--- src/rtl/uart_tx.sv ---
// rtl/uart_tx.sv - buffered 8N1 UART transmitter with byte FIFO front end
// Bytes are queued in a small FIFO; the TX FSM drains it back to back with no idle gap.

module uart_tx_fifo #(
  parameter int DEPTH = 4
) (
  input  logic                     CLK,
  input  logic                     RST,
  input  logic                     push,
  input  logic [7:0]               push_data,
  input  logic                     pop,
  output logic [7:0]               head,
  output logic                     full,
  output logic                     empty,
  output logic [$clog2(DEPTH):0]   count
);

  localparam int AW = $clog2(DEPTH);
  localparam int CW = AW + 1;

  logic [7:0]    mem [DEPTH];
  logic [AW-1:0] wr_ptr;
  logic [AW-1:0] rd_ptr;
  logic [CW-1:0] count_q;

  // Pointers wrap naturally because DEPTH is a power of two.
  always_ff @(posedge CLK or posedge RST) begin
    if (RST) begin
      wr_ptr  <= '0;
      rd_ptr  <= '0;
      count_q <= '0;
    end else begin
      if (push) wr_ptr <= wr_ptr + AW'(1);
      if (pop)  rd_ptr <= rd_ptr + AW'(1);
      case ({push, pop})
        2'b10:   count_q <= count_q + CW'(1);
        2'b01:   count_q <= count_q - CW'(1);
        default: count_q <= count_q;
      endcase
    end
  end

  always_ff @(posedge CLK) begin
    if (push) mem[wr_ptr] <= push_data;
  end

  assign head  = mem[rd_ptr];
  assign count = count_q;
  assign full  = (count_q == CW'(DEPTH));
  assign empty = (count_q == '0);

endmodule

module uart_tx #(
  parameter int CLKS_PER_BIT = 217,
  parameter int DEPTH        = 4
) (
  input  logic       CLK,
  input  logic       RST,
  input  logic [8:0] wr_opt_byte,
  output logic       wr_ready,
  output logic       line_out,
  output logic       busy
);

  localparam int BW = $clog2(CLKS_PER_BIT);
  localparam logic [BW-1:0] BAUD_LAST = BW'(CLKS_PER_BIT - 1);

  typedef enum logic [1:0] {IDLE, START, DATA, STOP} state_t;

  state_t          state_q, state_d;
  logic [BW-1:0]   baud_q, baud_d;
  logic [2:0]      bit_q, bit_d;
  logic [7:0]      shift_q, shift_d;
  logic            line_d;
  logic            baud_end;

  logic                    push;
  logic                    pop;
  logic [7:0]              head;
  logic                    full;
  logic                    empty;
  logic [$clog2(DEPTH):0]  count;

  // Ready depends only on occupancy (and reset), never on the write argument.
  assign wr_ready = !RST && !full;
  assign push     = wr_ready && wr_opt_byte[8];

  uart_tx_fifo #(
    .DEPTH (DEPTH)
  ) u_fifo (
    .CLK       (CLK),
    .RST       (RST),
    .push      (push),
    .push_data (wr_opt_byte[7:0]),
    .pop       (pop),
    .head      (head),
    .full      (full),
    .empty     (empty),
    .count     (count)
  );

  assign baud_end = (baud_q == BAUD_LAST);

  always_comb begin
    state_d = state_q;
    baud_d  = baud_q;
    bit_d   = bit_q;
    shift_d = shift_q;
    pop     = 1'b0;
    case (state_q)
      IDLE: begin
        baud_d = '0;
        bit_d  = '0;
        if (!empty) begin
          pop     = 1'b1;
          shift_d = head;
          state_d = START;
        end
      end
      START: begin
        if (baud_end) begin
          baud_d  = '0;
          state_d = DATA;
        end else begin
          baud_d = baud_q + BW'(1);
        end
      end
      DATA: begin
        if (baud_end) begin
          baud_d  = '0;
          shift_d = {1'b0, shift_q[7:1]};
          if (bit_q == 3'd7) begin
            bit_d   = '0;
            state_d = STOP;
          end else begin
            bit_d = bit_q + 3'd1;
          end
        end else begin
          baud_d = baud_q + BW'(1);
        end
      end
      STOP: begin
        if (baud_end) begin
          baud_d = '0;
          if (!empty) begin
            pop     = 1'b1;
            shift_d = head;
            state_d = START;
          end else begin
            state_d = IDLE;
          end
        end else begin
          baud_d = baud_q + BW'(1);
        end
      end
      default: state_d = IDLE;
    endcase

    // The line level is derived from the next state so it can be registered.
    line_d = 1'b1;
    if (state_d == START)     line_d = 1'b0;
    else if (state_d == DATA) line_d = shift_d[0];
  end

  always_ff @(posedge CLK or posedge RST) begin
    if (RST) begin
      state_q  <= IDLE;
      baud_q   <= '0;
      bit_q    <= '0;
      shift_q  <= '0;
      line_out <= 1'b1;
    end else begin
      state_q  <= state_d;
      baud_q   <= baud_d;
      bit_q    <= bit_d;
      shift_q  <= shift_d;
      line_out <= line_d;
    end
  end

  assign busy = (state_q != IDLE) || (count != '0);

endmodule

--- config.mk ---
export PLATFORM = sky130hd
export DESIGN_NAME = uart_tx
export DESIGN_NICKNAME = d
export VERILOG_FILES = /design/src/rtl/uart_tx.sv
export SDC_FILE = /design/constraint.sdc
export NUM_CORES = 1
export LEC_CHECK = 0
export CELL_PAD_IN_SITES_DETAIL_PLACEMENT = 0
export CELL_PAD_IN_SITES_GLOBAL_PLACEMENT = 1
export CORE_ASPECT_RATIO = 0.8
export CORE_MARGIN = 4
export CORE_UTILIZATION = 40
export DETAILED_ROUTE_END_ITERATION = 10
export GPL_ROUTABILITY_DRIVEN = 1
export MAX_ROUTING_LAYER = met4
export PLACE_DENSITY = 0.77
export SLEW_MARGIN = 20
export SYNTH_ARGS = -nofsm -noshare
export SYNTH_HDL_FRONTEND = slang
export SYNTH_HIERARCHICAL = 1
export SYNTH_SLANG_ARGS = --single-unit
--- constraint.sdc ---
create_clock -name CLK -period 3.4 [get_ports CLK]
set_clock_uncertainty 0.2 [all_clocks]
set_input_delay 0.68 -clock CLK [delete_from_list [all_inputs] [get_ports CLK]]
set_output_delay 0.68 -clock CLK [all_outputs]
set_load 0.01 [all_outputs]
Word level (Yosys, flattened, before mapping):

Memory sizes are Yosys's and may differ from the RTL's.
Cells that the tools add are included.

* bits of input ports: 11
* logic and storage cells: 67
* output and inout port bits: 3
* RAM bits: 32
* memories kept: 1
* flip-flop bits (word level): 29

* muxes and demuxes: 24
* add/subtract/negate cells: 6
* reductions and logical operators: 15
* equal/unequal tests: 12

Memories
* u_fifo.mem: words 4, width 8, read ports 1, clocked after memory_dff 0, write ports 1, RTL line 21 `logic [7:0] mem [DEPTH];`

Operators by type and width (count)
* $mux 8: 4
* $pmux 8 s3: 1
* $pmux 8 s2: 1
* $pmux 3 s2: 2
* $mux 2: 5
* $add 8x1->8 const B: 1
* $eq 2x2->1 const B: 4
* $eq 8x8->1 const B: 1
* $pmux 2 s4: 1
* $mux 1: 7
* $add 3x1->3 const B: 2
* $eq 2x1->1 const B: 3
* $eq 3x3->1 const B: 2
* $mux 3: 2
* $reduce_bool 2->1: 3
* $reduce_bool 3->1: 2
* $add 2x1->2 const B: 2
* $ne 2x2->1 const B: 2
* $logic_not 3->1: 1
* $reduce_and 3->1: 1
* $reduce_or 3->1: 1
* $sub 3x1->3 const B: 1
* $logic_and 1x1->1: 2
* $logic_not 1->1: 2
* 4 further kinds: 4

Logic depth before layout (Yosys ltp):

Gate-level depths: netlist (run 1).

* depth in word-level cells: 7
* mapped depth: 11
* mapped depth without buffers: 11

Hierarchy:

The synthesis (run 1) kept the hierarchy.

By module, submodules not included
* uart_tx_fifo: cells an instance 79, seq. area each 1136.1 um^2, area each 1556.5 um^2, times used 1
* uart_tx: cells an instance 137, seq. area each 551.8 um^2, area each 1358.8 um^2, times used 1

Worst setup path after synthesis (run 1):

No wires, ideal clock.

* path type: flip-flop to flip-flop
* start point: reg baud_q[0]
* end point: reg u_fifo.count_q[2] (netlist: u_fifo/count[2])
* cell stages (with the launch flop): 12
* clock period less this slack: 2569 ps
* arrival time: 2290 ps
* path buffers: 0
* setup time: 79 ps
* slack: 831 ps
* data required time: 3121 ps
* cells stage by stage: dfrtp_1 > inv_1 > ha_1 > and3b_4 > a31oi_4 > nor3_1 > ha_1 > inv_1 > fa_1 > xor2_1 > nor2_1 > xor2_1

* longest elaborated chain between the ends: 5
* elaborated cells between the ends (all ways): 7
* classes of those cells: 3 x eq/ne; 3 x mux; 1 x reduce/logical

RTL lines
* from (decl): RTL line 72 `logic [BW-1:0] baud_q, baud_d;`
* from (signal assigned): RTL line 175 `baud_q <= baud_d;`
* $eq 8x8->1 (*): RTL line 103 `assign baud_end = (baud_q == BAUD_LAST);`
* $mux 1 (*): RTL line 144 `if (baud_end) begin`
* $pmux 1 s2 (*): RTL line 111 `case (state_q)`
* via pop: RTL line 79 `logic pop;`
* $eq 2x1->1 or $eq 2x2->1 (tied branches): RTL line 35 `case ({push, pop})`
* $pmux 3 s2 or $reduce_bool 2->1 (tied branches)
* to (signal assigned): RTL line 36 `2'b10: count_q <= count_q + CW'(1);`
* to (signal assigned): RTL line 37 `2'b01: count_q <= count_q - CW'(1);`
* to (signal assigned): RTL line 38 `default: count_q <= count_q;`
* to (decl): RTL line 24 `logic [CW-1:0] count_q;`

The timed path passes the listed nets; every way through them passes the cells marked *.
A chain may end at the register's enable or synchronous reset.

Final worst setup path (run 1):

* start point: reg state_q[1]
* end point: out busy

* longest elaborated chain between the ends: 2

RTL lines
* from (decl): RTL line 71 `state_t state_q, state_d;`
* from (signal assigned): RTL line 174 `state_q <= state_d;`
* $reduce_bool 2->1: RTL line 182 `assign busy = (state_q != IDLE) || (count != '0);`
* $logic_or 1x1->1: RTL line 182
* to (decl): RTL line 63 `output logic busy`

Every way passes these cells.

==> results of run 1 <==
-- final timing paths --
path	start	endpoint	slack [ns]	cells after the start
min reg2reg	bit_q[1]$_DFFE_PP0P_	bit_q[1]$_DFFE_PP0P_	0.31	1
min in group asynchronous	RST	u_fifo/count[1]$_DFFE_PP0P_	0.43	2
max in group asynchronous	RST	shift_q[7]$_DFFE_PP0P_	1.78	2
min	bit_q[1]$_DFFE_PP0P_	bit_q[1]$_DFFE_PP0P_	0.31	1
max	state_q[1]$_DFF_PP0_	busy	0.20	4
max reg2reg	state_q[1]$_DFF_PP0_	u_fifo/count[2]$_DFFE_PP0P_	0.49	10
-- cell families after synthesis --
group | after synthesis | synth area share
compound gates | 30 | 0.0738
buf+inv | 19 | 0.0300
xor+xnor | 12 | 0.0361
simple gates | 62 | 0.120
mux | 18 | 0.0983
flops | 61 | 0.579
fa+ha+maj | 14 | 0.0627
-- cell usage after synthesis (2+ instances only) --
| cell type | number | area [um^2] |
|---|---|---|
| a21oi_1 | 9 | 45.0 |
| dfrtp_1 | 28 | 701 |
| o21ai_0 | 3 | 15.0 |
| mux4_2 | 8 | 180 |
| and3_1 | 2 | 12.5 |
| nand3_1 | 5 | 25.0 |
| nor3_1 | 10 | 50.1 |
| clkbuf_1 | 3 | 11.3 |
| mux2i_1 | 8 | 80.1 |
| nor2_1 | 16 | 60.1 |
| a22o_1 | 4 | 35.0 |
| o31ai_1 | 6 | 45.0 |
| and2_1 | 5 | 31.3 |
| o21ai_1 | 2 | 10.0 |
| nand2_1 | 10 | 37.5 |
| edfxtp_1 | 32 | 961 |
| nand2b_1 | 2 | 12.5 |
| xnor2_1 | 3 | 26.3 |
| ha_1 | 13 | 163 |
| inv_1 | 12 | 45.0 |
| xor2_1 | 9 | 78.8 |
| buf_6 | 2 | 22.5 |
-- state kept, by name (all words and copies together) (netlist names) --
register / flops
u_fifo/rd_ptr: 2
u_fifo/wr_ptr: 2
state_q: 2
u_fifo/mem: 32
bit_q: 3
u_fifo/count: 3
line_out: 1
shift_q: 8
baud_q: 8
-- cell type report --
cell class                      instances  area share
Clock buffer                            9      0.0373
Clock inverter                          7      0.0173
Inverter                               12      0.0136
Multi-Input combinational cell        136       0.345
Sequential cell                        61       0.508
Tap cell                               87      0.0328
Timing Repair Buffer                   16      0.0460
-- layer usage --
layer | global-route usage | share of wire | vias up | wire length (um)
met5 | - | 0 | - | 0
met4 | 0.0565 | 0.015 | 0 | 74
met3 | 0.0440 | 0.045 | 10 | 227
met2 | 0.185 | 0.44 | 27 | 2230
met1 | 0.185 | 0.50 | 819 | 2520
li1 | - | - | 834 | -
-- through the flow --
step           hold WS (ns)  total power (uW)
6_report              0.313              2590
5_1_grt               0.351              2790
4_1_cts               0.317              2620
3_5_place_dp          0.301              2020
3_3_place_gp          0.292              2010
2_1_floorplan         0.270              1790
-- power breakdown --
group / internal [uW] / switching [uW]
clock network: 274 / 316
registers: 932 / 127
logic: 447 / 491
total: 1650 / 934
-- critical path, stage by stage (launching register included) --
cell and delay (ns):
dfrtp_1 0.45, inv_1 0.10, ha_1 0.46, or4b_1 0.48, clkdlybuf4s50_1 0.49
==> run_results.csv, run 1 <==
group,metric,value,unit
routing,num_vias,1690,
sta,fin_ws,0.204,ns
sta,max_freq,0.313,GHz
cells_and_area,instances_no_fill,328,
clock_network,clkTransAtPathRegs,0.07,ns
grt,grt_max_degree,23,
die,die_w,103,um
cells_and_area,drive_gt1_frac,0.154,
cells_and_area,final_cell_mix,"edfxtp_1 (32), dfrtp_1 (28), nor2_1 (16), ha_1 (13), clkdlybuf4s50_1 (13)",
routing,wl_per_cell,15.4,um
synth,async_reset_ff_frac,0.475,
sta,timing.final.crit_period,3.20,ns
clock_network,root_buffer,"clkbuf_8",
cells_and_area,final_area,3320,um^2
power,ir_worst_vdd,0.396,mV
power,power_leakage,0.00132,uW
clock_network,postCtsResizedCells,0,
cells_and_area,nets,261,
grt,grt_overflow_total,0,
placement,io_buffers,13,
placement,placed_cell_area,3140,um^2
clock_network,cts_buffer_depth,2,
worst_setup_path,endpoint_kind,"output port",
worst_setup_path,cp.required,2.52,ns
clock_network,holdBufCountCts,0,
cells_and_area,n_fill_cell,634,
grt,grt_pass1_wl,8710,um
synth,yosysUniqueCellTypes,46,
routing,viasPerCell,5.15,
synth,syn_area,2920,um^2
synth,synth_edf_count,32,
synth,synthFlopType,"edfxtp_1",
worst_setup_path,cp.arrival,2.32,ns
clock_network,cts_setup_buffers,0,
sta,finalCritPeriodShare,0.940,
synth,syn_area_per_cell,13.5,um^2
die,io_pins,14,
placement,post-dp-hpwl,3360,um
sta,max_slew_margin,0.327,
clock_network,ctsHtreeMaxLevel,3,
die,row_count,27,
cells_and_area,final_util,0.475,
sta,grt_setup_unrepaired,"no",
die,fp.dieH,84.4,um
hold_path,hp-class,"reg2reg",
placement,place_ws,0.497,ns
routing,drcViolationCount,0,
routing,ant_nets,0,
worst_setup_path,worstPathMaxFanout,11,
grt,antenna_found_initial,0,
cells_and_area,antenna_cells,0,
synth,ys_seq_area_frac,0.579,
clock_network,cts_tree,"done",
outcome,status,"complete, no violations",
routing,wirelength,5050,um
placement,place_inst,312,
die,start_util,0.417,
cells_and_area,multi_input_area,1140,um^2
grt,grt_usage,0.135,
cells_and_area,final_common_cell,"edfxtp_1",
sta,finalSetupViolations,0,
clock_network,clk_latency,0.35,ns
synth,ys_warn_count,6,
sta,hold_viol,0,
clock_network,cts_buffers,9,
worst_setup_path,critPathKind,"reg2out",
job,maxCapViolations,0,
die,fp.dieArea,8730,um^2
synth,synth_seq_cells,61,
synth,syn_nets,241,
routing,drtIter0Drc,95,
power,p_per_area,779,nW/um^2
die,core_area,6990,um^2
worst_setup_path,critPathLaunchType,"flip-flop",
clock_network,cts.sinks,61,
grt,grt_pass1_vias,1707,
sta,tns,0,ns
sta,slew_violations,0,
synth,synthCells,216,
cells_and_area,seq_area,1690,um^2
placement,gp_congestion,0.755,
cells_and_area,area_growth,13.9,%
routing,first_pass_iters,5,
sta,tightest_slew,1.01,ns
No activity file was read; power rests on OpenSTA's default activity.
==> run 2: changes to the inputs <==
--- a/config.mk
+++ b/config.mk
@@ -5,15 +5,15 @@
 export SDC_FILE = /design/constraint.sdc
 export NUM_CORES = 1
 export LEC_CHECK = 0
+export ABC_AREA = 1
 export CELL_PAD_IN_SITES_DETAIL_PLACEMENT = 0
 export CELL_PAD_IN_SITES_GLOBAL_PLACEMENT = 1
 export CORE_ASPECT_RATIO = 0.8
-export CORE_MARGIN = 4
 export CORE_UTILIZATION = 40
 export DETAILED_ROUTE_END_ITERATION = 10
 export GPL_ROUTABILITY_DRIVEN = 1
 export MAX_ROUTING_LAYER = met4
-export PLACE_DENSITY = 0.77
+export PLACE_DENSITY = 0.8
 export SLEW_MARGIN = 20
 export SYNTH_ARGS = -nofsm -noshare
 export SYNTH_HDL_FRONTEND = slang
==> run_results.csv, run 2 <==
group,metric,value,unit
clock_network,postCtsResizedCells,0,
synth,syn_area,3120,um^2
synth,syn_area_per_cell,9.73,um^2
synth,synth_xor_xnor_area_share,0.0140,
placement,post-dp-hpwl,4100,um
routing,wl_per_cell,12.6,um
routing,drtIter0Drc,96,
routing,first_pass_iters,4,
routing,ant_nets,0,
sta,finalCritPeriodShare,0.794,
clock_network,clk_latency,0.34,ns
synth,synth_seq_cells,61,
cells_and_area,final_cell_mix,"nand2_1 (72), inv_1 (51), edfxtp_1 (32), dfrtp_1 (28), o211ai_1 (16)",
power,power_leakage,0.00160,uW
routing,num_vias,2133,
hold_path,hp-class,"reg2reg",
outcome,status,"complete, no violations",
sta,timing.final.crit_period,2.70,ns
sta,grt_setup_unrepaired,"no",
job,maxCapViolations,0,
worst_setup_path,cp.required,2.52,ns
synth,synth.area.top_cells,"edfxtp_1 (31%), dfrtp_1 (22%), nand2_1 (8.7%), inv_1 (6.1%), ha_1 (5.2%)",
worst_setup_path,endpoint_kind,"output port",
die,die_w,101,um
die,row_count,28,
clock_network,ctsHtreeMaxLevel,3,
synth,yosysUniqueCellTypes,35,
sta,max_freq,0.370,GHz
routing,viasPerCell,4.74,
grt,grt_max_degree,23,
synth,synth_edf_count,32,
grt,grt_pass1_vias,2133,
power,combinationalPowerShare,0.383,
sta,max_slew_margin,0.419,
power,ir_worst_vdd,0.397,mV
synth,synth_top_family_by_area,"simple AND/OR/NAND/NOR gates",
cells_and_area,area_growth,13.5,%
cells_and_area,final_common_cell,"nand2_1",
routing,wirelength,5660,um
worst_setup_path,r2r_setup_slack,0.81,ns
synth,synth.largest_area_cell,"edfxtp_1",
clock_network,holdBufCountCts,0,
die,fp.dieH,81.0,um
synth,synthMuxAreaShare,0.00961,
power,pwr-share-seq,0.389,
clock_network,cts_buffer_depth,2,
synth,yosysMostFrequentCell,"nand2_1",
synth,async_reset_ff_frac,0.475,
placement,io_buffers,13,
worst_setup_path,slowest_delay,0.53,ns
clock_network,clkTransAtPathRegs,0.07,ns
grt,grt_overflow_total,0,
synth,syn_nets,346,
clock_network,root_buffer,"clkbuf_8",
grt,grt_usage,0.164,
clock_network,cts.sinks,61,
power,p_per_area,802,nW/um^2
clock_network,cts_setup_buffers,0,
cells_and_area,largest_register_ffs,32,
die,io_pins,14,
cells_and_area,largestRegisters,"u_fifo/mem: 32 flops, baud_q: 8 flops, shift_q: 8 flops",
routing,drcViolationCount,0,
synth,synthAdderAreaFrac,0.0585,
worst_setup_path,cpMaxStageDelayCell,"clkdlybuf4s50_1",
cells_and_area,regMostFlops,"u_fifo/mem",
power,pwr-share-clk,0.227,
die,fp.dieArea,8170,um^2
worst_setup_path,path_delay_family,"buffers and inverters",
synth,synthFlopType,"edfxtp_1",
synth,synth-simple-area-share,0.188,
worst_setup_path,worstPathMaxFanout,6,
placement,gp_congestion,0.775,
synth,synth.top_cell.area_share,0.308,
clock_network,cts_tree,"done",
synth,synthCells,321,
worst_setup_path,cp.arrival,1.82,ns
cells_and_area,antenna_cells,0,
die,core_area,7460,um^2
grt,antenna_found_initial,0,
worst_setup_path,path_cells,"inv_1 -> ha_1 -> nand2_1 -> clkdlybuf4s50_1",
cells_and_area,nets,365,
synth,ys_seq_area_frac,0.540,
sta,tns,0,ns
die,start_util,0.419,
sta,slew_violations,0,
synth,synth_common_cells,"nand2_1 (72), inv_1 (51), edfxtp_1 (32)",
sta,hold_viol,0,
power,p_int,1710,uW
worst_setup_path,critPathKind,"reg2out",
sta,tightest_slew,0.871,ns
sta,finalSetupViolations,0,
clock_network,cts_buffers,9,
synth,ys_warn_count,6,
grt,grt_pass1_wl,9740,um
worst_setup_path,path_buf_inv,2,
cells_and_area,final_util,0.475,
power,switchingPower,1140,uW
worst_setup_path,critPathLaunchType,"flip-flop",
cells_and_area,drive_gt1_frac,0.130,
power,switching_share,0.400,
synth,synth_compound_area_frac,0.0957,
## run 2: cell types whose count changed after synthesis, sizes merged, moves of 7 or more
cell / change
o21ai: +9
nand2: +69
mux4: -8
nand3: +8
o211ai: +16
inv: +49
o22ai: +7
## run 2: worst paths after layout
check                                startpoint                            to  cells past startpoint
setup / recovery           state_q[1]$_DFF_PP0_                          busy                      4
hold / removal              baud_q[0]$_DFF_PP0_           baud_q[0]$_DFF_PP0_                      1
setup reg to reg            baud_q[0]$_DFF_PP0_   u_fifo/count[2]$_DFFE_PP0P_                     13
hold reg to reg             baud_q[0]$_DFF_PP0_           baud_q[0]$_DFF_PP0_                      1
max in group asynchronous                   RST        shift_q[1]$_DFFE_PP0P_                      2
min in group asynchronous                   RST  u_fifo/rd_ptr[1]$_DFFE_PP0P_                      2
## run 2: metrics by stage
step	area (um^2)	hold slack, ns	power (uW)	std cells	worst slack [ns]
3_5_place_dp	3350	0.283	2210	434	0.709
2_1_floorplan	3120	0.252	1970	321	1.05
5_1_grt	3550	0.319	3090	450	0.601
6_report	3550	0.290	2840	450	0.699
3_3_place_gp	3350	0.272	2190	434	0.744
4_1_cts	3550	0.295	2870	450	0.677
## run 2: kinds of logic after synthesis
kind of cell             count (synthesis)
AND/OR/NAND/NOR                        122
buffers and inverters                   69
flip-flops                              61
AO/OA/AOI/OAI                           47
adder cells (fa/ha/maj)                 14
XOR/XNOR                                 5
multiplexers                             3
## run 2: worst reg2reg max path: cells and delay by family, from the launching register on
kind,cells,cell delay [ns]
DFF,1,0.41
and+or+nand+nor,7,0.65
adders and majority gates,3,0.78
AOI/OAI and AO/OA,1,0.30
buffers and inverters,2,0.14
## run 2: metal layers
layer / routed length, um / vias to the layer above / track usage / part of all wire
li1: - / 1089 / - / -
met1: 2810 / 1007 / 0.202 / 0.50
met2: 2610 / 30 / 0.258 / 0.46
met3: 165 / 7 / 0.0387 / 0.029
met4: 72 / 0 / 0.0797 / 0.013
met5: 0 / - / - / 0
## run 2: power groups by stage
stage | Sequential, uW | Clock [uW] | Combinational [uW]
after floorplan | 1050 | 0 | 922
after global placement | 1120 | 0 | 1070
after detailed placement | 1120 | 0 | 1090
after CTS | 1110 | 666 | 1100
after global routing | 1130 | 696 | 1260
final | 1110 | 646 | 1090
## run 2: cell type report
type	instances	area, um^2
Timing Repair Buffer	16	153
Clock inverter	6	72.6
Tap cell	105	131
Sequential cell	61	1690
Inverter	61	231
Multi-Input combinational cell	191	1140
Clock buffer	10	128
Fill cell	703	3920
==> run 3: changes to the inputs <==
--- a/config.mk
+++ b/config.mk
@@ -13,7 +13,7 @@
 export DETAILED_ROUTE_END_ITERATION = 10
 export GPL_ROUTABILITY_DRIVEN = 1
 export MAX_ROUTING_LAYER = met4
-export PLACE_DENSITY = 0.8
+export PLACE_DENSITY = 0.82
 export SLEW_MARGIN = 20
 export SYNTH_ARGS = -nofsm -noshare
 export SYNTH_HDL_FRONTEND = slang
==> constraint.sdc (replaced) <==
create_clock -name CLK -period 2.39 [get_ports CLK]
set_clock_uncertainty 0.2 [all_clocks]
set_input_delay 0.478 -clock CLK [delete_from_list [all_inputs] [get_ports CLK]]
set_output_delay 0.478 -clock CLK [all_outputs]
set_load 0.01 [all_outputs]
==> run_results.csv, run 3 (same netlist as run 2, synthesis figures left out) <==
group,metric,value,unit
clock_network,clkTransAtPathRegs,0.07,ns
worst_setup_path,r2r_setup_slack,0.13,ns
clock_network,cts.sinks,61,
grt,grt_max_degree,27,
routing,viasPerCell,4.77,
grt,grt_overflow_total,0,
cells_and_area,final_cell_mix,"nand2_1 (72), inv_1 (50), edfxtp_1 (32), dfrtp_1 (28)",
clock_network,cts_buffers,9,
routing,wl_per_cell,12.2,um
cells_and_area,largest_register_ffs,32,
clock_network,cts_tree,"done",
die,start_util,0.419,
power,p_total,4290,uW
sta,grt_setup_unrepaired,"no",
grt,grt_pass1_vias,2166,
clock_network,cts_buffer_depth,2,
routing,num_vias,2210,
worst_setup_path,worstPathMaxFanout,5,
power,p_int,2640,uW
sta,hold_viol,0,
worst_setup_path,crit_start,"state_q[1]$_DFF_PP0_",
routing,drcViolationCount,0,
outcome,status,"complete, no violations",
worst_setup_path,cp.arrival,1.61,ns
clock_network,ctsHtreeMaxLevel,3,
grt,grt_usage,0.166,
power,pwr-share-seq,0.356,
worst_setup_path,r2r_start,"state_q[0]$_DFF_PP0_",
die,row_count,28,
sta,tightest_slew,0.408,ns
clock_network,root_buffer,"clkbuf_8",
grt,antenna_found_initial,0,
die,fp.dieH,81.0,um
power,p_per_area,1160,nW/um^2
worst_setup_path,critPathKind,"reg2out",
grt,grt_pass1_wl,9940,um
die,core_area,7460,um^2
cells_and_area,largestRegisters,"u_fifo/mem: 32 flops, baud_q: 8 flops, shift_q: 8 flops",
hold_path,hp-class,"in2async",
worst_setup_path,cp.required,1.71,ns
sta,timing.final.crit_period,2.29,ns
placement,post-dp-hpwl,4070,um
worst_setup_path,reg2regPathDepth,12,
sta,finalSetupViolations,0,
sta,slew_violations,0,
cells_and_area,nets,378,
cells_and_area,antenna_cells,0,
clock_network,holdBufCountCts,0,
power,switching_share,0.383,
power,switchingPower,1640,uW
cells_and_area,final_common_cell,"nand2_1",
routing,first_pass_iters,4,
worst_setup_path,endpoint_kind,"output port",
power,ir_worst_vdd,0.524,mV
sta,max_slew_margin,0.726,
power,combinationalPowerShare,0.407,
cells_and_area,instances_no_fill,463,
die,fp.dieArea,8170,um^2
cells_and_area,regMostFlops,"u_fifo/mem",
routing,ant_nets,0,
routing,drtIter0Drc,109,
die,io_pins,14,
power,power_leakage,0.00168,uW
sta,finalCritPeriodShare,0.958,
placement,gp_congestion,0.888,
placement,place_inst,444,
placement,io_buffers,13,
cells_and_area,area_growth,18.0,%
sta,max_freq,0.437,GHz
job,maxCapViolations,0,
cells_and_area,drive_gt1_frac,0.184,
worst_setup_path,critPathLaunchType,"flip-flop",
worst_setup_path,r2r_end,"u_fifo/count[2]$_DFFE_PP0P_",
clock_network,clk_latency,0.34,ns
sta,tns,0,ns
routing,wirelength,5660,um
power,pwr-share-clk,0.237,
die,die_w,101,um
## run 3: worst max-delay path by stage
stage                                   to  slack, ns  cells past startpoint
6_report                              busy       0.10                      6
5_1_grt                               busy       0.02                      6
4_1_cts        u_fifo/count[2]$_DFFE_PP0P_      0.006                     13
3_5_place_dp   u_fifo/count[1]$_DFFE_PP0P_      -0.03                      7
3_3_place_gp   u_fifo/count[1]$_DFFE_PP0P_       0.02                      7
2_1_floorplan  u_fifo/count[2]$_DFFE_PP0P_       0.04                     13
## run 3: power groups by stage
| stage | Combinational (uW) | Clock [uW] | Sequential (uW) |
|---|---|---|---|
| after floorplan | 1310 | 0 | 1490 |
| after global placement | 1640 | 0 | 1540 |
| after detailed placement | 1680 | 0 | 1550 |
| after CTS | 1680 | 1040 | 1530 |
| after global routing | 2000 | 1080 | 1550 |
| final | 1740 | 1010 | 1530 |
## run 3: cell type report
| class | instances | area (um^2) |
|---|---|---|
| clock buffer | 9 | 124 |
| clock inverter | 7 | 98.8 |
| fill | 693 | 3780 |
| inverter | 61 | 231 |
| multi-input combinational | 191 | 1160 |
| sequential | 61 | 1690 |
| tap | 105 | 131 |
| timing repair buffer | 29 | 249 |
## run 3: critical path: stages (launching register included)
cell	delay, ns
dfrtp_1	0.39
buf_4	0.16
inv_1	0.07
ha_2	0.17
buf_4	0.13
nand2_1	0.06
dlygate4sd2_1	0.29
## run 3: what timing repair did
action	CTS	global route
resized for setup	1	7
setup buffers	0	3
endpoints found under the setup margin	1	3
pin swaps	0	2
## run 3: metrics by stage
stage | hold slack, ns | util | setup WS (ns) | cell area (um^2)
global route | 0.308 | 0.494 | 0.0154 | 3690
detailed placement | 0.317 | 0.458 | -0.0280 | 3420
finish | 0.269 | 0.494 | 0.101 | 3690
CTS | 0.262 | 0.488 | 0.00646 | 3640
global placement | 0.310 | 0.458 | 0.0222 | 3420
floorplan | 0.0814 | - | 0.0448 | 3120
## run 3: routing by layer
metal,vias to the layer above,part of all wire,GRT usage
met5,-,0,-
met4,0,0.011,0.0536
met3,9,0.039,0.0491
met2,35,0.45,0.251
met1,1053,0.50,0.215
li1,1113,-,-
